**src/rtl/mem_stage_lsu_if.sv**
```systemverilog
// Valid/ready data-bus bundle between the memory-stage LSU (master) and
// the data memory or interconnect (slave).
interface mem_stage_lsu_if #(
  parameter int XLEN = 32
);
  logic            bus_req;
  logic            bus_we;
  logic [XLEN-1:0] bus_addr;
  logic [XLEN-1:0] bus_wdata;
  logic [3:0]      bus_be;
  logic            bus_ready;
  logic [XLEN-1:0] bus_rdata;

  modport master (
    output bus_req, bus_we, bus_addr, bus_wdata, bus_be,
    input  bus_ready, bus_rdata
  );

  modport slave (
    input  bus_req, bus_we, bus_addr, bus_wdata, bus_be,
    output bus_ready, bus_rdata
  );
endinterface

```
**src/rtl/mem_stage_lsu.sv**
```systemverilog
// Memory stage: EX/MEM register plus a load/store unit on a valid/ready bus.
// Optional bus-wait abort is enabled by defining LSU_TIMEOUT_EN.
module mem_stage_lsu #(
  parameter int XLEN = 32
`ifdef LSU_TIMEOUT_EN
  , parameter int TIMEOUT_CYCLES = 16
`endif
) (
  input  logic            clk,
  input  logic            rst,
  input  logic            flushE,
  input  logic            rf_enE,
  input  logic [1:0]      wb_selE,
  input  logic            mem_rdE,
  input  logic            mem_wrE,
  input  logic [2:0]      funct3E,
  input  logic [XLEN-1:0] alu_outE,
  input  logic [XLEN-1:0] store_dataE,
  input  logic [4:0]      rdE,
  output logic            stall_mem,
  output logic            rf_enM,
  output logic [1:0]      wb_selM,
  output logic [4:0]      rdM,
  output logic [XLEN-1:0] alu_outM,
  output logic [XLEN-1:0] load_dataM,
  output logic            misalignedM,
`ifdef LSU_TIMEOUT_EN
  output logic            bus_errM,
`endif
  mem_stage_lsu_if.master bus
);

  typedef enum logic {IDLE, ACCESS} state_t;

  typedef struct packed {
    logic            rf_en;
    logic [1:0]      wb_sel;
    logic            mem_rd;
    logic            mem_wr;
    logic [2:0]      funct3;
    logic [XLEN-1:0] alu_out;
    logic [XLEN-1:0] store_data;
    logic [4:0]      rd;
  } exmem_t;

  function automatic logic [XLEN-1:0] load_ext(input logic [2:0] f3,
                                               input logic [1:0] a,
                                               input logic [XLEN-1:0] rdata);
    logic [7:0]  b;
    logic [15:0] h;
    b = rdata[{a, 3'b000} +: 8];
    h = rdata[{a[1], 4'b0000} +: 16];
    case (f3)
      3'b000:  return {{(XLEN-8){b[7]}}, b};
      3'b001:  return {{(XLEN-16){h[15]}}, h};
      3'b100:  return {{(XLEN-8){1'b0}}, b};
      3'b101:  return {{(XLEN-16){1'b0}}, h};
      default: return rdata;
    endcase
  endfunction

  function automatic logic [XLEN-1:0] store_wdata(input logic [2:0] f3,
                                                  input logic [XLEN-1:0] sd);
    case (f3[1:0])
      2'b00:   return {(XLEN/8){sd[7:0]}};
      2'b01:   return {(XLEN/16){sd[15:0]}};
      default: return sd;
    endcase
  endfunction

  function automatic logic [3:0] store_be(input logic [2:0] f3, input logic [1:0] a);
    case (f3[1:0])
      2'b00:   return 4'b0001 << a;
      2'b01:   return 4'b0011 << {a[1], 1'b0};
      default: return 4'b1111;
    endcase
  endfunction

  state_t state_q, state_d;
  exmem_t exm_q, exm_d;

  logic       is_load, is_store, is_mem, bad_f3, misal, illegal, legal_mem;
  logic       req_raw, abort, bubble;
  logic [2:0] f3;
  logic [1:0] a;

  assign f3       = exm_q.funct3;
  assign a        = exm_q.alu_out[1:0];
  assign is_load  = exm_q.mem_rd;
  assign is_store = exm_q.mem_wr & ~exm_q.mem_rd;
  assign is_mem   = is_load | is_store;

  assign bad_f3    = is_load ? ((f3 == 3'b011) || (f3[2:1] == 2'b11))
                             : (f3[2] || (f3[1:0] == 2'b11));
  assign misal     = ((f3[1:0] == 2'b01) && a[0]) || ((f3[1:0] == 2'b10) && (a != 2'b00));
  assign illegal   = is_mem & (bad_f3 | misal);
  assign legal_mem = is_mem & ~illegal;

  // ACCESS keeps the request up even though the held op already implies it;
  // the first cycle of an access requests combinationally from IDLE.
  assign req_raw = (state_q == ACCESS) | legal_mem;

`ifdef LSU_TIMEOUT_EN
  localparam int CNT_W = $clog2(TIMEOUT_CYCLES + 1);
  logic [CNT_W-1:0] cnt_q, cnt_d;

  assign abort    = req_raw & (cnt_q == CNT_W'(TIMEOUT_CYCLES));
  assign cnt_d    = (req_raw & ~bus.bus_ready & ~abort) ? cnt_q + 1'b1 : '0;
  assign bus_errM = abort;
`else
  assign abort = 1'b0;
`endif

  assign bus.bus_req   = req_raw & ~abort;
  assign bus.bus_we    = bus.bus_req & is_store;
  assign bus.bus_addr  = {exm_q.alu_out[XLEN-1:2], 2'b00};
  assign bus.bus_wdata = store_wdata(f3, exm_q.store_data);
  assign bus.bus_be    = (bus.bus_req & is_store) ? store_be(f3, a) : 4'b0000;

  // MEM/WB cannot stall, so every non-completing cycle must look like a bubble.
  assign stall_mem   = bus.bus_req & ~bus.bus_ready;
  assign bubble      = stall_mem | illegal | abort;
  assign rf_enM      = exm_q.rf_en & ~bubble;
  assign wb_selM     = bubble ? 2'b00 : exm_q.wb_sel;
  assign rdM         = exm_q.rd;
  assign alu_outM    = exm_q.alu_out;
  assign misalignedM = illegal;
  assign load_dataM  = (is_load & ~illegal) ? load_ext(f3, a, bus.bus_rdata) : '0;

  assign state_d = stall_mem ? ACCESS : IDLE;

  always_comb begin
    exm_d = exm_q;
    if (!stall_mem) begin
      exm_d.rf_en      = rf_enE  & ~flushE;
      exm_d.mem_rd     = mem_rdE & ~flushE;
      exm_d.mem_wr     = mem_wrE & ~flushE;
      exm_d.wb_sel     = flushE ? 2'b00 : wb_selE;
      exm_d.funct3     = funct3E;
      exm_d.alu_out    = alu_outE;
      exm_d.store_data = store_dataE;
      exm_d.rd         = rdE;
    end
  end

  // EX/MEM capture boundary
  always_ff @(posedge clk or posedge rst) begin
    if (rst) begin
      state_q <= IDLE;
      exm_q   <= '0;
`ifdef LSU_TIMEOUT_EN
      cnt_q   <= '0;
`endif
    end else begin
      state_q <= state_d;
      exm_q   <= exm_d;
`ifdef LSU_TIMEOUT_EN
      cnt_q   <= cnt_d;
`endif
    end
  end

endmodule

```
**src/flat_wrapper.sv**
```systemverilog
// flat-port wrapper written by rule: the top's interface ports become plain ports
module mem_stage_lsu_flat 
#(
  parameter int XLEN = 32

)
  (clk, rst, flushE, rf_enE, wb_selE, mem_rdE, mem_wrE, funct3E, alu_outE, store_dataE, rdE, stall_mem, rf_enM, wb_selM, rdM, alu_outM, load_dataM, misalignedM, bus_bus_req, bus_bus_we, bus_bus_addr, bus_bus_wdata, bus_bus_be, bus_bus_ready, bus_bus_rdata);
  mem_stage_lsu_if #(.XLEN(XLEN)) bus_i ();
  input  logic clk;
  input  logic rst;
  input  logic flushE;
  input  logic rf_enE;
  input  logic [1:0] wb_selE;
  input  logic mem_rdE;
  input  logic mem_wrE;
  input  logic [2:0] funct3E;
  input  logic [XLEN-1:0] alu_outE;
  input  logic [XLEN-1:0] store_dataE;
  input  logic [4:0] rdE;
  output logic stall_mem;
  output logic rf_enM;
  output logic [1:0] wb_selM;
  output logic [4:0] rdM;
  output logic [XLEN-1:0] alu_outM;
  output logic [XLEN-1:0] load_dataM;
  output logic misalignedM;
  output wire logic [$bits(bus_i.bus_req)-1:0] bus_bus_req;
  output wire logic [$bits(bus_i.bus_we)-1:0] bus_bus_we;
  output wire logic [$bits(bus_i.bus_addr)-1:0] bus_bus_addr;
  output wire logic [$bits(bus_i.bus_wdata)-1:0] bus_bus_wdata;
  output wire logic [$bits(bus_i.bus_be)-1:0] bus_bus_be;
  input wire logic [$bits(bus_i.bus_ready)-1:0] bus_bus_ready;
  input wire logic [$bits(bus_i.bus_rdata)-1:0] bus_bus_rdata;
  assign bus_bus_req = bus_i.bus_req;
  assign bus_bus_we = bus_i.bus_we;
  assign bus_bus_addr = bus_i.bus_addr;
  assign bus_bus_wdata = bus_i.bus_wdata;
  assign bus_bus_be = bus_i.bus_be;
  assign bus_i.bus_ready = bus_bus_ready;
  assign bus_i.bus_rdata = bus_bus_rdata;
  mem_stage_lsu #(.XLEN(XLEN)) u_core (.clk(clk), .rst(rst), .flushE(flushE), .rf_enE(rf_enE), .wb_selE(wb_selE), .mem_rdE(mem_rdE), .mem_wrE(mem_wrE), .funct3E(funct3E), .alu_outE(alu_outE), .store_dataE(store_dataE), .rdE(rdE), .stall_mem(stall_mem), .rf_enM(rf_enM), .wb_selM(wb_selM), .rdM(rdM), .alu_outM(alu_outM), .load_dataM(load_dataM), .misalignedM(misalignedM), .bus(bus_i));
endmodule
```
**config.mk**
```make
export PLATFORM = sky130hd
export DESIGN_NAME = mem_stage_lsu_flat
export DESIGN_NICKNAME = d
export VERILOG_FILES = /design/src/rtl/mem_stage_lsu_if.sv /design/src/rtl/mem_stage_lsu.sv /design/src/flat_wrapper.sv
export SDC_FILE = /design/constraint.sdc
export NUM_CORES = 1
export LEC_CHECK = 0
export CAP_MARGIN = 10
export CORE_MARGIN = 8
export CORE_UTILIZATION = 40
export CTS_BUF_LIST = sky130_fd_sc_hd__clkbuf_16
export CTS_CLUSTER_SIZE = 8
export DETAILED_ROUTE_END_ITERATION = 16
export PLACE_DENSITY = 0.9
export SLEW_MARGIN = 15
export SYNTH_ARGS = -nofsm -noshare
export SYNTH_HDL_FRONTEND = slang
export SYNTH_SLANG_ARGS = --single-unit
```
**constraint.sdc**
```tcl
create_clock -name clk -period 3.45 [get_ports clk]
set_input_delay 1.035 -clock clk [delete_from_list [all_inputs] [get_ports clk]]
set_output_delay 1.035 -clock clk [all_outputs]
set_load 0.02 [all_outputs]
```
==> results of run 1 <==
-- kinds of logic (layout without fill, tap and decap cells) --
| logic type | after synthesis | in the layout | share of synthesized area (%) |
|---|---|---|---|
| compound gates | 67 | 67 | 8.536 |
| simple gates | 66 | 66 | 6.984 |
| other cells | 1 | 2 | 0.08020 |
| flops | 78 | 78 | 41.74 |
| mux | 104 | 104 | 25.72 |
| buf+inv | 125 | 317 | 16.94 |
-- state kept, by name (all words and copies together) (netlist names) --
| name | flops |
|---|---|
| u_core.alu_outM | 32 |
| u_core.exm_q | 36 |
| u_core.f3 | 3 |
| u_core.is_load | 1 |
| u_core.rdM | 5 |
| u_core.state_q | 1 |
-- final cells by class --
| cell class | count | area share, % |
|---|---|---|
| tap | 143 | 2.512 |
| clock buffer | 9 | 3.162 |
| timing repair buffer | 276 | 37.12 |
| sequential | 78 | 27.44 |
| clock inverter | 7 | 0.8080 |
| multi-input combinational | 239 | 27.63 |
| inverter | 25 | 1.335 |
-- worst paths after layout --
check                           slack (ps)                 end         startpoint
worst max-delay path                     4      load_dataM[25]  bus_bus_rdata[23]
worst min-delay path                   500    u_core.exm_q[26]   u_core.exm_q[26]
worst max register to register         780    u_core.exm_q[18]       u_core.f3[2]
worst min register to register         500    u_core.exm_q[26]   u_core.exm_q[26]
max in group asynchronous             1680  u_core.alu_outM[8]                rst
min in group asynchronous             1110    u_core.exm_q[72]                rst
-- report_power, final --
group | switching, uW | internal [uW] | total (uW) | leakage [uW]
logic | 716 | 743 | 1460 | 0.00210
clock network | 360 | 549 | 908 | 0.000143
registers | 110 | 1030 | 1140 | 0.000915
total | 1190 | 2320 | 3510 | 0.00316
-- layer usage --
layer | GRT usage, % | share of wire [%]
met2 | 37.25 | 55
met3 | 6.256 | 9.3
met1 | 19.62 | 35
met5 | 0 | 0
met4 | 4.758 | 1.1
-- synthesized netlist by cell type (all sizes together) (4+ instances only) --
cell	count	share of area, %
mux2	93	23
buf	90	14
dfrtp	78	42
a21oi	32	3.4
inv	25	2.0
nor2	22	1.8
nor3	15	1.6
o21ai	14	1.5
nand2	13	1.0
mux2i	11	2.4
clkbuf	10	0.80
nor2b	7	0.94
o22ai	7	0.94
a22o	4	0.75
-- repair_timing --
action                                  in CTS  in global routing
endpoints found under the hold margin        0                  0
setup buffers                                1                  0
gates resized for setup                    100                 22
gates cloned                                 1                  0
pin swaps                                    3                  0
endpoints found under the setup margin      40                 21
-- per-stage QoR --
stage / total power [uW] / instance area [sq um] / hold WS [ps] / setup TNS, ps
after detailed placement: 2641 / 6873 / 492.7 / -17020
after floorplan: 2057 / 4679 / 472.7 / 0
after CTS: 3549 / 7169 / 506.8 / -51.05
final: 3508 / 7123 / 502.7 / 0
after global placement: 2600 / 6873 / 483.6 / -16370
after global routing: 3670 / 7123 / 522.4 / -489.1
==> summary.md, run 1 <==
| Metric | Value |
|---|---|
| Largest net degree at the start of global routing | 78 |
| MaxCap Viol Count | 0 |
| Hold Path Stages | 1 |
| Top FF cell, synth | dfrtp_1 |
| F_max | 0.2902 GHz |
| Gp weighted congestion | 0.8384 |
| Vias in the first global route | 4232 |
| Clk sinks | 78 |
| Initial antenna violation count | 0 |
| Buf/Inv on CP | 3 |
| Part of the cycle the worst path needs | 99.88% |
| Synth Instances | 441 |
| Stages on the worst setup path | 7 |
| Setup WS post-layout | 4.290 ps |
| Initial Util | 40.95% |
| Leak | 0.003158 uW |
| Most common cell after layout, fill and taps aside | clkdlybuf4s50_1 |
| Cell count of the worst reg-to-reg path | 5 |
| Core Area | 11420 sq um |
| Seq cells post-synth | 78 |
| Clock root buffer | clkbuf_16 |
| Outcome | finished, final reports clean |
| # hold bufs at CTS | 0 |
| Finish-stage setup viols | 0 |
| Clock Tree Buf Depth | 2 |
| Fillers | 931 |
| Die X | 124.1 um |
| Port buffer count | 254 |
| Hold Vio Cnt, Final | 0 |
| Final max-slew violation count | 0 |
| Post-synth ARST share | 100.0% |
| VDD IR max | 337.7 uV |
| Endpoint class of the critical path | output port |
| Max stage delay on crit path | 270 ps |
| Placed Cells | 759 |
| Residual DRC | 0 |
| Count of different cell masters after synthesis | 35 |
| Slew headroom | 30.79% |
| RSZ-0062 raised after global routing | true |
| Worst-margin pin slew | 1038 ps |
| Sequential area share after synthesis | 41.74% |
| N_diodes | 0 |
| Worst setup SP type | input pin |
| Via density | 4.985 |
| Vias | 3873 |
| Setup CP Type | in2out |
| Worst-path fanout max | 5 |
| Die area | 15400 sq um |
| Fraction of layout instances using a drive strength above 1 | 26.03% |
| Hold Crit Class | reg2reg |
| DRT iter0 DRCs | 132 |
| Num rows | 39 |
| Routed WL | 15450 um |
| DRT antenna net count | 0 |
| Post-layout min period | 3446 ps |
| Core Util, Final | 62.38% |
| CP top delay family | buffers and inverters |
| Fin nets | 742 |
| H-tree depth | 3 |
| Flip-flop and latch area | 1954 sq um |
| Grt total ovfl | 0 |
| HPWL Detailed | 12090 um |
| Skew final | 7.918 ps |
| Post-synth EDFFs | 0 |
| Synth warn | 0 |
| Die Y-Extent | 124.1 um |
| CTS Buf Count | 9 |
| PwrDens | 492.5 nW/um^2 |
| GRT Resource Usage Total | 19.36% |
| Post-Layout Cell Count | 777 |
| Critical path cell sequence | dlygate4sd2_1 -> mux2i_2 -> o221ai_2 -> o21bai_2 -> buf_4 -> a21oi_1 -> clkdlybuf4s15_2 |
| Layout area overhead | 52.34% |
| Worst-Skew Late Latency | 330 ps |
| Multi-input logic area | 1968 sq um |
| CP arrival | 2410 ps |
| Worst slack, placed | -703.9 ps |
| Avg WL per Cell | 19.89 um |
| Synthesized area per cell | 10.60 sq um |
| CTS tree | built |
| Commonest cells after routing, fill and taps aside | clkdlybuf4s50_1 (209), mux2_2 (81), dfrtp_1 (76), a21oi_1 (31), inv_1 (26) |
| Clk slew on worst S/H paths | 60 ps |
| Post-Syn Area | 4676 sq um |
| Worst endpoint required time | 2410 ps |
| I/O Pins | 257 |
| Crit-path slowest cell | dlygate4sd2_1 |
| First-pass iteration count of the detailed router | 4 |
| First-pass GRT wire length | 23180 um |
No activity file was read; power rests on OpenSTA's default activity.
==> run 2, diff against run 1 <==
--- a/config.mk
+++ b/config.mk
@@ -12,6 +12,7 @@
 export CTS_CLUSTER_SIZE = 8
 export DETAILED_ROUTE_END_ITERATION = 16
 export PLACE_DENSITY = 0.9
+export SETUP_SLACK_MARGIN = 0.3
 export SLEW_MARGIN = 15
 export SYNTH_ARGS = -nofsm -noshare
 export SYNTH_HDL_FRONTEND = slang
==> run 2 against run 1 <==
  * Worst hold slack better by 0.66 ps
  * Total power grew 6.8%
  * First-iteration DRC count grew 38%
  * Final cell count is 1.3% higher
  * Routed wire length increased by 6.0%
  * Global-route usage up 0.77 points
  * Clock power is 12% higher
  * Non-clock buffer count up 10
  * Setup slack better by 250 ps
  * Sequential power about the same
  * Via count is 4.6% higher
  * Count of clock-buffer cells in the layout is the same
  * Largest power group unchanged
==> summary.md, run 2 (synthesis gave the netlist of run 1 again) <==
| Metric | Value |
|---|---|
| Die X | 124.1 um (unchanged) |
| Max FFs per register | 36 (unchanged) |
| Post-layout min period | 3191 ps (-254.7 ps) |
| Crit-path slowest cell | o21bai_4 |
| Clock root buffer | clkbuf_16 |
| Initial antenna violation count | 0 (unchanged) |
| Slew headroom | 30.98% (+0.19 points) |
| Fillers | 870 (-6.6%) |
| Placed Cells | 761 (+0.26%) |
| Core Area | 11420 sq um (unchanged) |
| HPWL Detailed | 12190 um (+0.84%) |
| Clk slew on worst S/H paths | 60 ps (about the same) |
| Worst-path fanout max | 6 (+1) |
| Fraction of layout instances using a drive strength above 1 | 36.49% (+10 points) |
| Most common cell after layout, fill and taps aside | clkdlybuf4s50_1 |
| Tot Pwr | 3746 uW (+6.8%) |
| Clk sinks | 78 (unchanged) |
| CTS tree | built |
| First-pass GRT wire length | 24110 um (+4.0%) |
| Hold_sp | u_core.exm_q[27] |
| Die Y-Extent | 124.1 um (unchanged) |
| Fin nets | 752 (+1.3%) |
| Clock Tree Buf Depth | 2 (unchanged) |
| Grt total ovfl | 0 (unchanged) |
| Most flops, register | u_core.exm_q |
| N_diodes | 0 (unchanged) |
| Worst Hold Slack | 503.3 ps (+0.6600 ps) |
| Max stage delay on crit path | 250 ps (-20 ps) |
| DRT iter0 DRCs | 182 (+38%) |
| Outcome | finished, final reports clean |
| Die area | 15400 sq um (unchanged) |
| Leak | 0.003370 uW (+6.7%) |
| Setup CP Type | in2out |
| Worst endpoint required time | 2410 ps (about the same) |
| Core Util, Final | 65.95% (+3.6 points) |
| Via density | 5.146 (+3.2%) |
| R2R Path End | u_core.exm_q[12] |
| Hold Crit Class | reg2reg |
| RSZ-0062 raised after global routing | true |
| Part of the cycle the worst path needs | 92.49% (-7.4 points) |
| H-tree depth | 3 (unchanged) |
| MaxCap Viol Count | 0 (unchanged) |
| Critical path cell sequence | buf_8 -> mux2i_4 -> o221ai_4 -> o21bai_4 -> buf_8 -> a21oi_2 -> buf_6 |
| Initial Util | 40.95% (unchanged) |
| Worst-Skew Late Latency | 330 ps (about the same) |
| Register-to-register setup slack | 890 ps (+110 ps) |
| Residual DRC | 0 (unchanged) |
| Worst reg2reg path startpoint | u_core.f3[2] |
| Worst hold path endpoint | u_core.exm_q[27] |
| CP arrival | 2160 ps (-250 ps) |
| Num rows | 39 (unchanged) |
| Largest net degree at the start of global routing | 78 (unchanged) |
| First-pass iteration count of the detailed router | 6 (+2) |
| Worst setup SP type | input pin |
| VDD IR max | 251.1 uV (-26%) |
| Hold Path Stages | 1 (unchanged) |
| Cell count of the worst reg-to-reg path | 6 (+1) |
| Gp weighted congestion | 0.9178 (+9.5%) |
| Vias | 4050 (+4.6%) |
| Vias in the first global route | 4475 (+5.7%) |
| Post-Layout Cell Count | 787 (+1.3%) |
| Routed WL | 16380 um (+6.0%) |
| Most frequent CP cell | buf_8 |
| Skew final | 9.322 ps (+1.403 ps) |
| CTS Buf Count | 9 (unchanged) |
| Layout area overhead | 61.06% |
| I/O Pins | 257 (unchanged) |
| GRT Resource Usage Total | 20.13% (+0.77 points) |
| Avg WL per Cell | 20.82 um (+4.7%) |
| DRT antenna net count | 0 (unchanged) |
| Final max-slew violation count | 0 (unchanged) |
| Port buffer count | 254 (unchanged) |
| Worst-margin pin slew | 1035 ps (-2.834 ps) |
| Commonest cells after routing, fill and taps aside | clkdlybuf4s50_1 (184), mux2_2 (75), dfrtp_1 (73), buf_4 (33), inv_1 (24) |
| F_max | 0.3134 GHz (+8.0%) |
| Endpoint class of the critical path | output port |
| # hold bufs at CTS | 0 (unchanged) |
| Finish-stage setup viols | 0 (unchanged) |
| Hold Vio Cnt, Final | 0 (unchanged) |
| PwrDens | 497.4 nW/um^2 (+0.99%) |
==> run 2: cell count changes in the layout (fill, tap and decap cells not counted), sizes merged <==
cell	previous run	this run
buf	31	74
bufinv	1	2
clkbuf	16	11
clkdlybuf4s15	10	1
clkdlybuf4s50	209	184
clkinv	4	3
clkinvlp	1	2
dlygate4sd1	1	0
dlymetal6s2s	0	7
inv	26	25
==> run 2: how the worst max path moves through the flow <==
| stage | end | slack, ps | cells after the start | start |
|---|---|---|---|---|
| floorplan | load_dataM[21] | 240 | 5 | bus_bus_rdata[31] |
| global placement | load_dataM[24] | -600 | 7 | bus_bus_rdata[31] |
| detailed placement | load_dataM[16] | -670 | 7 | bus_bus_rdata[31] |
| CTS | load_dataM[31] | 260 | 7 | bus_bus_rdata[15] |
| global route | load_dataM[3] | 200 | 6 | u_core.alu_outM[1] |
| finish | load_dataM[18] | 260 | 7 | bus_bus_rdata[15] |
==> run 2: where the power goes <==
group | leakage, uW | internal [uW] | switching, uW
registers | 0.000912 | 1030 | 111
logic | 0.00231 | 799 | 784
clock network | 0.000150 | 635 | 385
==> run 2: worst max-delay path: cells and delay by family <==
kind,cells,cell delay [ps]
AOI/OAI and AO/OA,3,480
muxes,1,220
buffers and inverters,3,420
==> run 2: through the flow <==
step	setup TNS, ps	worst slack, ps	instance area (sq um)
3_5_place_dp	-17180	-670.9	6892
2_1_floorplan	0	242.1	4683
6_report	0	259.0	7531
3_3_place_gp	-15600	-602.5	6892
5_1_grt	0	195.6	7531
4_1_cts	0	263.6	7232
==> run 2: area by class of cell <==
type | instances | area [sq um] | share of cell area [%]
sequential | 78 | 1958 | 26.00
timing repair buffer | 286 | 2759 | 36.63
multi-input combinational | 239 | 2218 | 29.46
tap | 143 | 178.9 | 2.376
clock inverter | 7 | 96.34 | 1.279
clock buffer | 9 | 225.2 | 2.991
inverter | 25 | 95.09 | 1.263
==> run 2: metal layers <==
| layer | GRT usage [%] | part of all wire, % | wire length, um | up-vias |
|---|---|---|---|---|
| li1 | - | - | - | 1836 |
| met1 | 20.00 | 35 | 5673 | 2016 |
| met2 | 36.88 | 54 | 8775 | 165 |
| met3 | 7.434 | 9.0 | 1468 | 33 |
| met4 | 8.625 | 2.8 | 465 | 0 |
| met5 | 0 | 0 | 0 | - |
==> run 2: what timing repair did <==
action | in CTS | in global routing
gates cloned | 1 | 1
setup buffers | 6 | 2
setup endpoints to repair | 52 | 48
pin swaps | 6 | 9
gates resized for setup | 245 | 82
hold endpoints to repair | 0 | 0
